--- src/rtl/reg_access_ctrl.sv ---
// reg_access_ctrl: command-side decode/sequencing controller for the 8x8
// register file. Each accepted instruction walks IDLE->DECODE->EXECUTE->WBACK,
// giving one instruction per four CLK cycles.
// Optional build macro RAC_PERF_COUNT_EN adds the RETIRED instruction counter.
//
// state   | meaning
// --------+----------------------------------------------------------
// IDLE    | ready for a new instruction; accept captures IR and addresses
// DECODE  | addresses and selects stable, register file read settling
// EXECUTE | ZERO sampled; WBACK pulses registered for the next cycle
// WBACK   | exactly one of WRITE / PC_LOAD / ILLEGAL may be high
module reg_access_ctrl #(
  parameter int INSTR_W = 32,
  parameter int DATA_W  = 8,
  parameter int ADDR_W  = 3,
  parameter int CNT_W   = 16
) (
  input  logic               CLK,
  input  logic               RESET,
  input  logic [INSTR_W-1:0] INSTR,
  input  logic               INSTR_VALID,
  output logic               INSTR_READY,
  input  logic               ZERO,
  output logic [ADDR_W-1:0]  INADDRESS,
  output logic [ADDR_W-1:0]  OUT1ADDRESS,
  output logic [ADDR_W-1:0]  OUT2ADDRESS,
  output logic               WRITE,
  output logic [2:0]         ALUOP,
  output logic               IMM_SEL,
  output logic               NEG_SEL,
  output logic [DATA_W-1:0]  IMMEDIATE,
  output logic [DATA_W-1:0]  OFFSET,
  output logic               PC_LOAD,
  output logic               ILLEGAL
`ifdef RAC_PERF_COUNT_EN
  ,
  output logic [CNT_W-1:0]   RETIRED
`endif
);

  typedef enum logic [1:0] {
    IDLE    = 2'd0,
    DECODE  = 2'd1,
    EXECUTE = 2'd2,
    WBACK   = 2'd3
  } state_t;

  localparam logic [7:0] OP_LOADI = 8'h00;
  localparam logic [7:0] OP_MOV   = 8'h01;
  localparam logic [7:0] OP_ADD   = 8'h02;
  localparam logic [7:0] OP_SUB   = 8'h03;
  localparam logic [7:0] OP_AND   = 8'h04;
  localparam logic [7:0] OP_OR    = 8'h05;
  localparam logic [7:0] OP_J     = 8'h06;
  localparam logic [7:0] OP_BEQ   = 8'h07;

  localparam logic [2:0] ALU_FWD = 3'b000;
  localparam logic [2:0] ALU_ADD = 3'b001;
  localparam logic [2:0] ALU_AND = 3'b010;
  localparam logic [2:0] ALU_OR  = 3'b011;

  state_t             state;
  logic [INSTR_W-1:0] ir;

  logic [7:0] in_op;
  logic [7:0] ir_op;
  logic [2:0] dec_aluop;
  logic       dec_imm_sel;
  logic       dec_neg_sel;
  logic       ir_writes;
  logic       ir_is_j;
  logic       ir_is_beq;
  logic       ir_legal;

  assign in_op = INSTR[31:24];
  assign ir_op = ir[31:24];

  // Fields not routed anywhere (upper address bits of SRC1, tail of a wider IR).
  logic unused_ir_bits;
  assign unused_ir_bits = ^{ir[15:8+ADDR_W], INSTR[15:8+ADDR_W]};

  assign INSTR_READY = (state == IDLE);
  assign IMMEDIATE   = ir[DATA_W-1:0];
  assign OFFSET      = ir[16 +: DATA_W];

  // Select decode of the incoming word, latched at accept so selects are valid in DECODE.
  always_comb begin
    dec_aluop   = ALU_FWD;
    dec_imm_sel = 1'b0;
    dec_neg_sel = 1'b0;
    case (in_op)
      OP_LOADI: dec_imm_sel = 1'b1;
      OP_MOV:   dec_aluop   = ALU_FWD;
      OP_ADD:   dec_aluop   = ALU_ADD;
      OP_SUB:   begin dec_aluop = ALU_ADD; dec_neg_sel = 1'b1; end
      OP_AND:   dec_aluop   = ALU_AND;
      OP_OR:    dec_aluop   = ALU_OR;
      OP_J:     dec_aluop   = ALU_FWD;
      OP_BEQ:   begin dec_aluop = ALU_ADD; dec_neg_sel = 1'b1; end
      default:  dec_aluop   = ALU_FWD;
    endcase
  end

  // Class of the held instruction, used when arming the WBACK pulses.
  always_comb begin
    ir_writes = (ir_op <= OP_OR);
    ir_is_j   = (ir_op == OP_J);
    ir_is_beq = (ir_op == OP_BEQ);
    ir_legal  = (ir_op <= OP_BEQ);
  end

  // Sequencer: state, IR, registered addresses/selects and the WBACK pulses.
  always_ff @(posedge CLK) begin
    if (RESET) begin
      state       <= IDLE;
      ir          <= '0;
      INADDRESS   <= '0;
      OUT1ADDRESS <= '0;
      OUT2ADDRESS <= '0;
      ALUOP       <= ALU_FWD;
      IMM_SEL     <= 1'b0;
      NEG_SEL     <= 1'b0;
      WRITE       <= 1'b0;
      PC_LOAD     <= 1'b0;
      ILLEGAL     <= 1'b0;
    end else begin
      WRITE   <= 1'b0;
      PC_LOAD <= 1'b0;
      ILLEGAL <= 1'b0;
      case (state)
        IDLE: begin
          if (INSTR_VALID) begin
            ir          <= INSTR;
            INADDRESS   <= INSTR[16 +: ADDR_W];
            OUT1ADDRESS <= INSTR[8 +: ADDR_W];
            OUT2ADDRESS <= INSTR[0 +: ADDR_W];
            ALUOP       <= dec_aluop;
            IMM_SEL     <= dec_imm_sel;
            NEG_SEL     <= dec_neg_sel;
            state       <= DECODE;
          end
        end
        DECODE: state <= EXECUTE;
        EXECUTE: begin
          // ZERO is sampled here; the PC_LOAD register doubles as the branch flag.
          WRITE   <= ir_writes;
          PC_LOAD <= ir_is_j | (ir_is_beq & ZERO);
          ILLEGAL <= ~ir_legal;
          state   <= WBACK;
        end
        WBACK: state <= IDLE;
        default: state <= IDLE;
      endcase
    end
  end

`ifdef RAC_PERF_COUNT_EN
  // Retired-instruction counter, bumped as a legal instruction enters WBACK.
  always_ff @(posedge CLK) begin
    if (RESET)
      RETIRED <= '0;
    else if (state == EXECUTE && ir_legal)
      RETIRED <= RETIRED + CNT_W'(1);
  end
`else
  localparam int cnt_w_unused = CNT_W;
`endif

endmodule

--- config.mk ---
export PLATFORM = sky130hd
export DESIGN_NAME = reg_access_ctrl
export DESIGN_NICKNAME = d
export VERILOG_FILES = /design/src/rtl/reg_access_ctrl.sv
export SDC_FILE = /design/constraint.sdc
export NUM_CORES = 1
export LEC_CHECK = 0
export CAP_MARGIN = 20
export CORE_AREA = 2 2 71 67
export DETAILED_ROUTE_END_ITERATION = 10
export DIE_AREA = 0 0 73 69
export PLACE_DENSITY_LB_ADDON = 0.05
export SETUP_SLACK_MARGIN = 0.4
export SLEW_MARGIN = 20
export SYNTH_ARGS = -nofsm -noshare
export SYNTH_HDL_FRONTEND = slang
export SYNTH_SLANG_ARGS = --single-unit
--- constraint.sdc ---
create_clock -name CLK -period 1.4 [get_ports CLK]
set_input_delay 0.28 -clock CLK [delete_from_list [all_inputs] [get_ports CLK]]
set_output_delay 0.28 -clock CLK [all_outputs]
set_load 0.02 [all_outputs]
# ---- Yosys cells after proc, flatten, opt, wreduce, memory -nomap -nowiden
# Cells that the tools add are included.
dict set report classes {
  n_lt_le_gt_ge 2
  n_eq_ne 11
  mux 5
  bitwise 4
  n_reduce_logical 6
}
# op count
set ops {}
lappend ops {{$eq 8x3->1 const B} 5}
lappend ops {{$eq 8x2->1 const B} 2}
lappend ops {{$le 8x3->1 const B} 2}
lappend ops {{$logic_not 8->1} 1}
lappend ops {{$pmux 2 s4} 1}
lappend ops {{$pmux 2 s3} 1}
lappend ops {{$eq 2x2->1 const B} 2}
lappend ops {{$reduce_or 2->1} 2}
lappend ops {{$reduce_or 3->1} 1}
lappend ops {{$eq 2x1->1 const B} 1}
lappend ops {{$logic_not 2->1} 1}
lappend ops {{$mux 1} 2}
lappend ops {{$mux 2} 1}
lappend ops {{$ne 2x2->1 const B} 1}
lappend ops {{$not 1->1} 2}
lappend ops {{$reduce_and 2->1} 1}
lappend ops {{$and 1x1->1} 1}
lappend ops {{$or 1x1->1} 1}
dict set report word_totals {
  ff_bits 51
  inputBits 36
}

# ---- Logic depth before layout (Yosys ltp)
dict set report logic_depth {
  ltp_word 3
  ltp_mapped 7
  mapped_depth_nobuf 5
}

# ---- Worst setup path after synthesis
# OpenSTA, ideal clock, no wires.
dict set report synth_path {
  kind {flip-flop to flip-flop}
  startpoint {register state[0]}
  endpoint {register ALUOP[1]}
  arrival_ns 1.407
  required_time_ns 1.331
  slack_ns -0.076
  path_stages_with_launch 6
  cell_sequence {dfxtp_1 inv_1 ha_1 nand2_2 or4b_1 o21ai_1}
}
dict set report synth_between {
  elab_chain_cells 2
}
# item line
set synth_rtl {}
lappend synth_rtl {{start: declaration} 62} ;# state_t state;
lappend synth_rtl {{start signal: assignment} 115} ;# state <= IDLE;
lappend synth_rtl {{start signal: assignment} 140} ;# state <= DECODE;
lappend synth_rtl {{start signal: assignment} 143} ;# DECODE: state <= EXECUTE;
lappend synth_rtl {{$logic_not 2->1} n/a}
lappend synth_rtl {{net INSTR_READY} 22} ;# output logic INSTR_READY,
lappend synth_rtl {{$reduce_and 2->1 (no source line)} n/a}
lappend synth_rtl {{end signal: assignment} 137} ;# ALUOP <= dec_aluop;
lappend synth_rtl {{end: declaration} 28} ;# output logic [2:0] ALUOP,
# The timed path passes the listed nets, and every way through them passes these cells.
# A chain may end at the register's enable or synchronous reset.

# ---- Worst setup path in the final report
dict set report layout_path {
  startpoint {register state[0]}
  endpoint {register ALUOP[1]}
}
dict set report layout_between {
  elab_chain_cells 2
}
# item line
set layout_rtl {}
lappend layout_rtl {{$logic_not 2->1} 130} ;# case (state)
lappend layout_rtl {{$reduce_and 2->1 (no source line)} n/a}
# No other way between the ends.

==> impl_results.md <==
* Die area at 5040 µm²
* P per Cell Area at 1640 nW/µm²
* XOR/XNOR share of the synthesized area at 0
* Hold Crit Start: ir[26]
* Post-route cell area at 2890 µm²
* Final ANT Viol Nets at 0
* Crit-path max FO at 4
* Pleak at 1.24 nW
* PnR worst setup slack at 0.0527 ns
* Worst min path class: reg2reg
* Total vias in the final route at 1,461
* Adder-Cell Fraction of Synth Area at 0.0163
* Nets at 294
* Mean Syn Cell Area at 8.07 µm²
* Max Buffers Root-to-Sink at 2
* Vias in the first global route at 1,427
* Final period utilization at 0.962
* Synth Register Bits at 36
* Chip height at 69 µm
* Worst Hold Depth at 1
* Final WL at 4.21 mm
* Area growth syn-to-layout at 88.3%
* Cell Area, Placed at 2090 µm²
* Unrepaired setup endpoints after global routing: yes
* Status: complete, no violations
* Post-synthesis compound-gate area fraction at 0.124
* Worst-path clk slew at 0.07 ns
* Worst VDD drop at 901 µV
* # diodes at 0
* Antenna violations before repair at 0
* Num CTS Buffers at 5
* CP max-delay cell: or4b_1
* Initial core utilization at 0.358
* Setup TNS at 0 ns
* RePlAce Congestion at 0.721
* FF-to-FF End: ALUOP[1]
* FF-to-FF setup slack at 0.05 ns
* Port Buffers at 63
* CTS tree: built
* R2r startpoint: state[0]
* Post-Layout Cell Count at 307
* Worst-path cell chain: inv_2, ha_4, buf_6, nand2_4, or4b_1, o21ai_1
* Wire length per cell at 13.7 µm
* Post-synth cell types at 25
* Number of synthesis warnings at 0
* Largest delay share family, worst path: simple AND/OR/NAND/NOR gates
* Area share of and/or/nand/nor cells after synthesis at 0.211
* Slowest cell delay on critical path at 0.47 ns
* Worst Reg2Reg Path Length in Cells at 6
* First-pass detailed-route iteration total at 4
* # fillers at 339
* Worst Hold Endpoint: WRITE
* Final setup fails at 0
* GRT Overall Usage at 0.166
* Rows at 23
* Total of max-cap violations at 0
* Proportion of synthesized area in mux cells at 0.0131
* Post-Route Skew at 0.00334 ns
* Pin count of the biggest net entering global routing at 19
* Clock Latency Late Sink at 0.28 ns
* Max Freq at 0.742 GHz
* Synth Cell Area at 1530 µm²
* Htree depth at 2
* Design Power at 4.73 mW
* Initial DRC count at 45
* Worst path bufs/invs at 2
* Ratio of cells with drive above 1 in the final layout at 0.642
* Clk root buf: clkbuf_8
* Syn_nets at 228
* Largest family of logic cells by synthesized area: simple AND/OR/NAND/NOR gates
* CP Data Arrival Time at 1.56 ns
* Grt total ovfl at 0
* First-pass GRT wire length at 6.42 mm
* Tmin final at 1.35 ns
* Via density at 4.76
* # IOs at 70
* Worst setup SP type: register
* Core Area at 4290 µm²
* DP Cell Count at 277
* Critical path required time at 1.61 ns
* Setup Crit Path Kind: reg2reg
* CP endpoint kind: register
* Hold WS at 0.465 ns
* # DRC at 0
* Clock sink count at 36
* Die span in x at 73 µm
* Pre-CTS setup slack at -0.268 ns
* Cells after Synth at 190
* Seq/Total Area, Yosys at 0.470
* Post-DP HPWL at 2.58 mm
* Hold Fails Final Rpt at 0
* Post-layout util at 0.673
* Max-slew violations at 0
worst register-to-register path, delay by kind of cell, from the launching register on:
kind,cells,cell delay (ns)
flops,1,0.33
fa+ha+maj,1,0.13
buf+inv,2,0.17
simple gates,2,0.52
compound gates,1,0.12
registers in the layout, indices dropped and copies added (netlist names):
register and count:
state 2, NEG_SEL 1, ir 21, OUT1ADDRESS 2
IMM_SEL 1, OUT2ADDRESS 2, ILLEGAL 1, INADDRESS 2
WRITE 1, ALUOP 2, PC_LOAD 1
cell usage after synthesis:
library cell	n	area, µm²
nand2_1	55	206
dfxtp_1	36	721
a21oi_1	29	145
buf_4	27	203
clkbuf_1	7	26.3
nor2_1	6	22.5
nand3b_1	4	30.0
inv_1	3	11.3
buf_2	2	10.0
ha_1	2	25.0
mux2i_1	2	20.0
nand2b_1	2	12.5
nor3_1	2	10.0
o41ai_1	2	17.5
a211oi_1	1	7.51
and2_1	1	6.26
conb_1	1	3.75
nand2_2	1	6.26
nand3_1	1	5.00
nand4b_1	1	8.76
o211ai_1	1	7.51
o21ai_1	1	5.00
o31ai_1	1	7.51
or3_1	1	6.26
or4b_1	1	10.0
cells in the final DEF, fill, tap and decap left out, types with 5 or more instances in the layout:
cell / instances
a21oi_2: 26
buf_4: 17
buf_6: 39
clkbuf_8: 6
clkdlybuf4s50_1: 29
dfxtp_1: 8
dfxtp_2: 28
nand2_1: 28
nand2_2: 5
nand2_4: 23
nor2_1: 5
report_power, final:
part,switching (mW),internal [mW]
clock network,0.348,0.401
registers,0.136,1.24
logic,1.23,1.37
total,1.71,3.02
layer usage:
layer	vias to the layer above	track usage	routed length, µm
li1	725	-	-
met1	689	0.199	1800
met2	42	0.273	2170
met3	5	0.0541	206
met4	0	0.0556	33
met5	-	0	0
layout make-up:
class	count	area, µm²	share of cell area
inverter	3	11.3	0.00390
tap	50	62.6	0.0217
timing repair buffer	95	1040	0.360
multi-input combinational	115	927	0.321
sequential	36	756	0.262
clock buffer	8	90.1	0.0312
worst max-delay path by stage:
| stage | endpoint | slack [ns] | start | cells after the start |
|---|---|---|---|---|
| 4_1_cts | ALUOP[1] | 0.06 | state[0] | 6 |
| 3_5_place_dp | OUT1ADDRESS[1] | -0.27 | INSTR_VALID | 5 |
| 5_1_grt | ALUOP[1] | -0.01 | state[0] | 6 |
| 6_report | ALUOP[1] | 0.05 | state[0] | 6 |
| 2_1_floorplan | ALUOP[1] | 0.14 | state[1] | 5 |
| 3_3_place_gp | ir[18] | -0.21 | INSTR_VALID | 5 |
kinds of logic (layout without fill, tap and decap cells):
kind of cell	count (synthesis)	after routing
adder cells (fa/ha/maj)	2	2
AO/OA/AOI/OAI	35	35
buffers and inverters	39	106
other	1	1
multiplexers	2	2
flip-flops	36	36
AND/OR/NAND/NOR	75	75
repair_timing:
item | in CTS | in global routing
setup buffers | 10 | 9
pin swaps | 18 | 35
hold buffers | 0 | 0
resized for setup | 248 | 80
setup endpoints to repair | 69 | 68
gates cloned | 3 | 0
Power figures use the tool's default switching activity.
